`config.mk`:
```
export PLATFORM = sky130hd
export DESIGN_NAME = lcd_status_sequencer
export DESIGN_NICKNAME = d
export VERILOG_FILES = /design/src/rtl/lcd_pkg.sv /design/src/rtl/lcd_text_rom.sv /design/src/rtl/lcd_status_sequencer.sv
export SDC_FILE = /design/constraint.sdc
export NUM_CORES = 1
export LEC_CHECK = 0
export ABC_AREA = 1
export CORE_ASPECT_RATIO = 0.6
export CORE_MARGIN = 1.5
export CORE_UTILIZATION = 55
export DETAILED_ROUTE_END_ITERATION = 6
export GPL_TIMING_DRIVEN = 0
export PLACE_DENSITY = 0.83
export SKIP_LAST_GASP = 1
export SLEW_MARGIN = 20
export SYNTH_ARGS = -nofsm -noshare
export SYNTH_HDL_FRONTEND = slang
export SYNTH_SLANG_ARGS = --single-unit
export TNS_END_PERCENT = 20
```
`constraint.sdc`:
```
create_clock -name CLOCK_50 -period 2.5 [get_ports CLOCK_50]
set_input_delay 0.375 -clock CLOCK_50 [delete_from_list [all_inputs] [get_ports CLOCK_50]]
set_output_delay 0.375 -clock CLOCK_50 [all_outputs]
set_load 0.03 [all_outputs]
```
`src/rtl/lcd_pkg.sv`:
```
// Shared definitions for the LCD status sequencer: character constants,
// game-status codes, the sequencer state encoding and a digit helper.
package lcd_pkg;

   localparam int LCD_CELLS = 32;
   localparam int LINE_LEN  = 16;

   localparam logic [7:0] ASCII_SPACE = 8'h20;
   localparam logic [7:0] ASCII_ZERO  = 8'h30;

   // ROM selector for the line-1 template; selectors 0..3 are the status messages
   localparam logic [2:0] SEL_TEMPLATE = 3'd4;

   typedef enum logic [1:0] {
      ST_IDLE  = 2'd0,
      ST_PLAY  = 2'd1,
      ST_OVER  = 2'd2,
      ST_PAUSE = 2'd3
   } status_e;

   typedef enum logic [2:0] {
      INIT    = 3'd0,
      IDLE    = 3'd1,
      CONV_H  = 3'd2,
      CONV_T  = 3'd3,
      DIG_WR  = 3'd4,
      STAT_WR = 3'd5
   } lcd_state_e;

   // Turns a single decimal digit (0..9) into its ASCII character
   function automatic logic [7:0] digitChar(input logic [3:0] digit);
      return ASCII_ZERO + {4'b0000, digit};
   endfunction

endpackage

```
`src/rtl/lcd_text_rom.sv`:
```
// Fixed text for the LCD: the four 16-character status messages and the
// line-1 template. Purely combinational, indexed by message and column.
module lcd_text_rom
   import lcd_pkg::*;
(
   input  logic [2:0] sel_i,
   input  logic [3:0] col_i,
   output logic [7:0] char_o
);

   logic [8*LINE_LEN-1:0] lineText;

   // Pick the whole 16-character line, then extract the requested column
   // (column 0 is the leftmost character, held in the top byte)
   always_comb begin
      lineText = {LINE_LEN{ASCII_SPACE}};
      case (sel_i)
         {1'b0, ST_IDLE}:  lineText = "PRESS SPACE     ";
         {1'b0, ST_PLAY}:  lineText = "PLAYING         ";
         {1'b0, ST_OVER}:  lineText = "GAME OVER       ";
         {1'b0, ST_PAUSE}: lineText = "PAUSED          ";
         SEL_TEMPLATE:     lineText = "SCORE:          ";
         default:          lineText = {LINE_LEN{ASCII_SPACE}};
      endcase
      char_o = lineText[{~col_i, 3'b000} +: 8];
   end

endmodule

```
`src/rtl/lcd_status_sequencer.sv`:
```
// Single owner of the LCD RAM write port. Paints line 1 after reset, then
// arbitrates between score redraws (three ASCII digits, leading zeros
// blanked) and status-line redraws (16-character message on line 2).
// Score always wins when both are pending; bursts are never interrupted.
module lcd_status_sequencer
   import lcd_pkg::*;
#(
   parameter int ADDR_W      = 5,
   parameter int SCORE_W     = 8,
   parameter int SCORE_COL   = 7,
   parameter int STATUS_BASE = 16
)(
   input  logic               CLOCK_50,
   input  logic               reset,
   input  logic [SCORE_W-1:0] score,
   input  logic [1:0]         status,
   output logic [ADDR_W-1:0]  lcd_waddr,
   output logic [7:0]         lcd_din,
   output logic               lcd_we,
   output logic               busy
);

   localparam logic [ADDR_W-1:0]  SCORE_ADDR  = ADDR_W'(SCORE_COL);
   localparam logic [ADDR_W-1:0]  STATUS_ADDR = ADDR_W'(STATUS_BASE);
   localparam logic [SCORE_W-1:0] HUNDRED     = SCORE_W'(100);
   localparam logic [SCORE_W-1:0] TEN         = SCORE_W'(10);
   localparam logic [3:0]         LAST_COL    = 4'(LINE_LEN - 1);
   localparam logic [3:0]         LAST_DIGIT  = 4'd2;

   lcd_state_e state_q, state_d;

   logic [3:0]         cnt_q;
   logic [SCORE_W-1:0] rem_q;
   logic [3:0]         hund_q;
   logic [3:0]         tens_q;
   logic [SCORE_W-1:0] lastScore_q;
   logic               scoreOk_q;
   status_e            lastStatus_q;
   logic               statusOk_q;

   logic               lcdWe_q, lcdWe_d;
   logic [ADDR_W-1:0]  lcdWaddr_q, lcdWaddr_d;
   logic [7:0]         lcdDin_q, lcdDin_d;
   logic               busy_q;

   logic               scorePend;
   logic               statPend;
   logic [2:0]         romSel;
   logic [7:0]         romChar;

   // A requester is pending until its current value has been drawn once
   assign scorePend = !scoreOk_q  || (score  != lastScore_q);
   assign statPend  = !statusOk_q || (status != lastStatus_q);

   // Line-1 template while painting INIT, otherwise the latched status message
   assign romSel = (state_q == STAT_WR) ? {1'b0, lastStatus_q} : SEL_TEMPLATE;

   lcd_text_rom u_textRom (
      .sel_i  (romSel),
      .col_i  (cnt_q),
      .char_o (romChar)
   );

   // State register; reset restarts the full repaint from INIT
   always_ff @(posedge CLOCK_50) begin
      if (reset) begin
         state_q <= INIT;
      end else begin
         state_q <= state_d;
      end
   end

   // Next-state logic: bursts run to completion, score beats status in IDLE
   always_comb begin
      state_d = state_q;
      case (state_q)
         INIT: begin
            if (cnt_q == LAST_COL) state_d = IDLE;
         end
         IDLE: begin
            if (scorePend)     state_d = CONV_H;
            else if (statPend) state_d = STAT_WR;
         end
         CONV_H: begin
            if (rem_q < HUNDRED) state_d = CONV_T;
         end
         CONV_T: begin
            if (rem_q < TEN) state_d = DIG_WR;
         end
         DIG_WR: begin
            if (cnt_q == LAST_DIGIT) state_d = IDLE;
         end
         STAT_WR: begin
            if (cnt_q == LAST_COL) state_d = IDLE;
         end
         default: state_d = INIT;
      endcase
   end

   // Output decode: one character per cycle while in a write state;
   // address and data hold their last values when nothing is written
   always_comb begin
      lcdWe_d    = 1'b0;
      lcdWaddr_d = lcdWaddr_q;
      lcdDin_d   = lcdDin_q;
      case (state_q)
         INIT: begin
            lcdWe_d    = 1'b1;
            lcdWaddr_d = ADDR_W'(cnt_q);
            lcdDin_d   = romChar;
         end
         STAT_WR: begin
            lcdWe_d    = 1'b1;
            lcdWaddr_d = STATUS_ADDR + ADDR_W'(cnt_q);
            lcdDin_d   = romChar;
         end
         DIG_WR: begin
            lcdWe_d    = 1'b1;
            lcdWaddr_d = SCORE_ADDR + ADDR_W'(cnt_q);
            case (cnt_q)
               4'd0:    lcdDin_d = (hund_q == 4'd0) ? ASCII_SPACE : digitChar(hund_q);
               4'd1:    lcdDin_d = ((hund_q == 4'd0) && (tens_q == 4'd0)) ? ASCII_SPACE
                                                                          : digitChar(tens_q);
               default: lcdDin_d = digitChar(4'(rem_q));
            endcase
         end
         default: begin
            lcdWe_d = 1'b0;
         end
      endcase
   end

   // Burst column counter: restarts on every state change, steps inside bursts
   always_ff @(posedge CLOCK_50) begin
      if (reset) begin
         cnt_q <= '0;
      end else if (state_d != state_q) begin
         cnt_q <= '0;
      end else if ((state_q == INIT) || (state_q == DIG_WR) || (state_q == STAT_WR)) begin
         cnt_q <= cnt_q + 4'd1;
      end
   end

   // Score snapshot and repeated-subtraction conversion; the snapshot is taken
   // when leaving IDLE so a score change mid-update shows up as a new request
   always_ff @(posedge CLOCK_50) begin
      if (reset) begin
         rem_q       <= '0;
         hund_q      <= '0;
         tens_q      <= '0;
         lastScore_q <= '0;
         scoreOk_q   <= 1'b0;
      end else if ((state_q == IDLE) && (state_d == CONV_H)) begin
         rem_q       <= score;
         lastScore_q <= score;
         scoreOk_q   <= 1'b1;
         hund_q      <= '0;
         tens_q      <= '0;
      end else if ((state_q == CONV_H) && (rem_q >= HUNDRED)) begin
         rem_q  <= rem_q - HUNDRED;
         hund_q <= hund_q + 4'd1;
      end else if ((state_q == CONV_T) && (rem_q >= TEN)) begin
         rem_q  <= rem_q - TEN;
         tens_q <= tens_q + 4'd1;
      end
   end

   // Status snapshot, taken when a status burst starts
   always_ff @(posedge CLOCK_50) begin
      if (reset) begin
         lastStatus_q <= ST_IDLE;
         statusOk_q   <= 1'b0;
      end else if ((state_q == IDLE) && (state_d == STAT_WR)) begin
         lastStatus_q <= status_e'(status);
         statusOk_q   <= 1'b1;
      end
   end

   // Registered outputs; busy mirrors the state register exactly
   always_ff @(posedge CLOCK_50) begin
      if (reset) begin
         lcdWe_q    <= 1'b0;
         lcdWaddr_q <= '0;
         lcdDin_q   <= ASCII_SPACE;
         busy_q     <= 1'b1;
      end else begin
         lcdWe_q    <= lcdWe_d;
         lcdWaddr_q <= lcdWaddr_d;
         lcdDin_q   <= lcdDin_d;
         busy_q     <= (state_d != IDLE);
      end
   end

   assign lcd_we    = lcdWe_q;
   assign lcd_waddr = lcdWaddr_q;
   assign lcd_din   = lcdDin_q;
   assign busy      = busy_q;

endmodule

```
==> impl_metrics.py <==
metrics = {
    "outcome": {
        "outcome": "complete, no violations",
    },
    "grt": {
        "first_global_vias": 3275,
        "antenna_found_initial": 0,
        "grt_pass1_wl_um": 15700,
        "grtUsageTotal": 0.308,
        "grt_max_degree": 17,
        "overflow": 0,
    },
    "power": {
        "intPower_w": 0.00159,
        "p_comb_frac": 0.439,
        "power.net_switching_w": 0.00120,
        "leakage_nw": 1.69,
        "peakVddDrop_uv": 410,
        "power_frac_seq": 0.349,
        "clkPwrFrac": 0.212,
        "power_density_mw_per_mm2": 745,
        "p_sw_frac": 0.430,
    },
    "cells_and_area": {
        "final_nets": 576,
        "antenna_cells": 0,
        "area_growth_pct": 13.8,
        "drive_above_1_share": 0.0817,
    },
    "yosys": {
        "synth.most_common_cell": "nand2_1",
        "netlist_area_mm2": 0.00329,
        "synth_edf_count": 0,
        "ys_top_cells_by_area": "dfxtp_1 30%, nand2_1 15%, nand3_1 7.8%",
        "synthFlopType": "dfxtp_1",
        "ys_seq_area_frac": 0.298,
        "synthesis.nets": 546,
        "ys_ff_latch": 49,
        "ys_top_cells_by_count": "129 x nand2_1, 59 x nor2_1, 53 x inv_1",
        "syn_avg_cell_area_um2": 6.33,
        "yosysTopAreaCellShare": 0.298,
        "synth_top_area_cell": "dfxtp_1",
        "ys_async_sr_fraction": 0,
        "yosysWarnings": 0,
        "synth_cell_types": 39,
        "synthCells": 520,
    },
    "timing": {
        "worst_pin_slew_ns": 0.605,
        "timing.hold.ws_ns": 0.457,
        "fmax_mhz": 438,
        "setup_viol": 0,
        "post-route-period-util": 0.913,
        "period_needed_ns": 2.28,
        "fin_worst_skew_ns": 0.00787,
        "hold_violations": 0,
        "slew_headroom": 0.597,
        "setup_tns_ns": 0,
        "final-max-slew-violation-count": 0,
        "rsz0062_at_grt": "no",
    },
    "worst_setup_path": {
        "cp_max_fo": 6,
        "critPathKind": "flop to flop",
        "setup.worst_path.start_class": "flop",
        "worstPathArrival_ns": 2.52,
        "worstSetupEndpointType": "flop",
        "crit_required_ns": 2.74,
    },
    "worst_hold_path": {
        "hp-class": "flop to flop",
    },
    "routing": {
        "vias": 3563,
        "drc": 0,
        "antenna_left": 0,
        "wirelength_um": 9280,
        "avgRoutedWirePerCell_um": 14.7,
        "first_pass_iters": 7,
        "drt-vias-per-instance": 5.65,
        "drt_iter0_drc": 340,
    },
    "clocking": {
        "cts-root-buf": "clkbuf_8",
        "post-cts-setup-buffers": 0,
        "cts_buffers": 5,
        "htreeDepth": 2,
        "cts_num_sinks": 49,
        "path_clk_slew_ns": 0.10,
        "clk_latency_ns": 0.31,
        "tritoncts": "yes",
        "cts_max_path_buffers": 2,
    },
    "die": {
        "dieArea_mm2": 0.00648,
        "initial_utilization": 0.580,
        "die_h_um": 62.9,
        "die_w_um": 103,
        "pin_count": 27,
        "core-area_mm2": 0.00568,
        "core.rowCount": 21,
    },
    "placement": {
        "dp_hpwl_um": 7240,
        "place_congestion": 0.969,
        "port_buffers": 24,
    },
    "run": {
        "maxCapViolCount": 0,
    },
}
[cell type report]
type                            instances  area (um^2)
Clock buffer                            5         68.8
Inverter                               65          244
Multi-Input combinational cell        388         1980
Buffer                                 17         86.3
Sequential cell                        49          981
Fill cell                             534         1930
Timing Repair Buffer                   24          240
Clock inverter                          3         46.3
Tap cell                               80          100
[worst max-delay path, stage by stage, from the launching register on]
cell and delay, ns:
dfxtp_1 0.41, inv_1 0.15, ha_1 0.22, a21oi_1 0.28, nand3_1 0.18, nand2_1 0.17
nand2_1 0.07, nor2_1 0.25, nand2_1 0.09, nand2_1 0.06, nand3_1 0.16, nor3_1 0.18
[worst paths after layout]
check	depth (start not counted)	to	from	slack, ns
worst max-delay path	11	cnt_q[2]$_SDFFE_PP0P_	rem_q[2]$_SDFFE_PP0P_	0.22
worst min-delay path	2	statusOk_q$_SDFFE_PP0P_	statusOk_q$_SDFFE_PP0P_	0.46
worst min register to register	2	statusOk_q$_SDFFE_PP0P_	statusOk_q$_SDFFE_PP0P_	0.46
worst max register to register	11	cnt_q[2]$_SDFFE_PP0P_	rem_q[2]$_SDFFE_PP0P_	0.22
[cell families (layout without fill, tap and decap cells)]
family | Yosys count | in the layout | synth area share
simple gates | 281 | 281 | 0.379
buf+inv | 83 | 114 | 0.101
compound gates | 78 | 78 | 0.131
flops | 49 | 49 | 0.298
fa+ha+maj | 14 | 14 | 0.0532
xor+xnor | 14 | 14 | 0.0372
other cells | 1 | 1 | 0.00114
[sequential cells by signal (all words and copies together) (netlist names)]
register / count
lastScore_q: 8
rem_q: 8
lcd_din: 7
lcd_waddr: 5
cnt_q: 4
hund_q: 4
tens_q: 4
state_q: 3
lastStatus_q: 2
busy: 1
lcd_we: 1
scoreOk_q: 1
statusOk_q: 1
[layout by cell type (no fill, tap or decap), types with 2 or more instances in the layout]
| cell type | Yosys | routed |
|---|---|---|
| xnor2_1 | 5 | 5 |
| clkdlybuf4s50_1 | 0 | 24 |
| o22ai_1 | 7 | 7 |
| clkbuf_8 | 0 | 5 |
| ha_1 | 14 | 14 |
| nand2_2 | 5 | 5 |
| nor2_1 | 59 | 59 |
| nor3_1 | 8 | 8 |
| nand4_1 | 13 | 13 |
| inv_1 | 53 | 53 |
| a31oi_1 | 2 | 2 |
| inv_2 | 12 | 12 |
| and2_1 | 2 | 2 |
| xor2_1 | 9 | 9 |
| nor3b_1 | 2 | 2 |
| buf_4 | 4 | 4 |
| dfxtp_1 | 49 | 49 |
| buf_2 | 5 | 5 |
| o21ai_0 | 25 | 25 |
| nor2_2 | 3 | 3 |
| nand3_1 | 51 | 51 |
| clkbuf_1 | 7 | 5 |
| buf_1 | 2 | 2 |
| a21oi_1 | 32 | 32 |
| or2_2 | 2 | 2 |
| o21ai_1 | 3 | 3 |
| o211ai_1 | 4 | 4 |
| nand2_1 | 129 | 129 |
[stage by stage]
step / setup slack, ns / instances / utilization / area (um^2) / power, W
after floorplan: 0.625 / 520 / - / 3290 / 0.00178
after global placement: 0.169 / 624 / 0.640 / 3630 / 0.00215
after detailed placement: 0.125 / 624 / 0.640 / 3630 / 0.00217
after CTS: 0.141 / 632 / 0.660 / 3750 / 0.00275
after global routing: 0.0457 / 631 / 0.660 / 3750 / 0.00297
final: 0.216 / 631 / 0.660 / 3750 / 0.00279
[what timing repair did]
item,CTS,global route
setup endpoints to repair,0,6
resized for setup,0,2
hold buffers,0,0
[power by group through the flow]
stage               clock network (W)  registers (W)  logic [W]
finish                       0.000592       0.000975    0.00122
global route                 0.000627       0.000984    0.00136
CTS                          0.000591       0.000970    0.00119
detailed placement                  0       0.000987    0.00118
global placement                    0       0.000979    0.00117
floorplan                           0        0.00108   0.000703
[routing by layer]
| layer | global-route usage | wire length [um] | up-vias |
|---|---|---|---|
| li1 | - | - | 1757 |
| met1 | 0.477 | 4540 | 1616 |
| met2 | 0.415 | 3600 | 181 |
| met3 | 0.0951 | 1060 | 9 |
| met4 | 0.0557 | 73 | 0 |
| met5 | 0 | 0 | - |
Note: power is estimated with default switching activity, not from simulation.
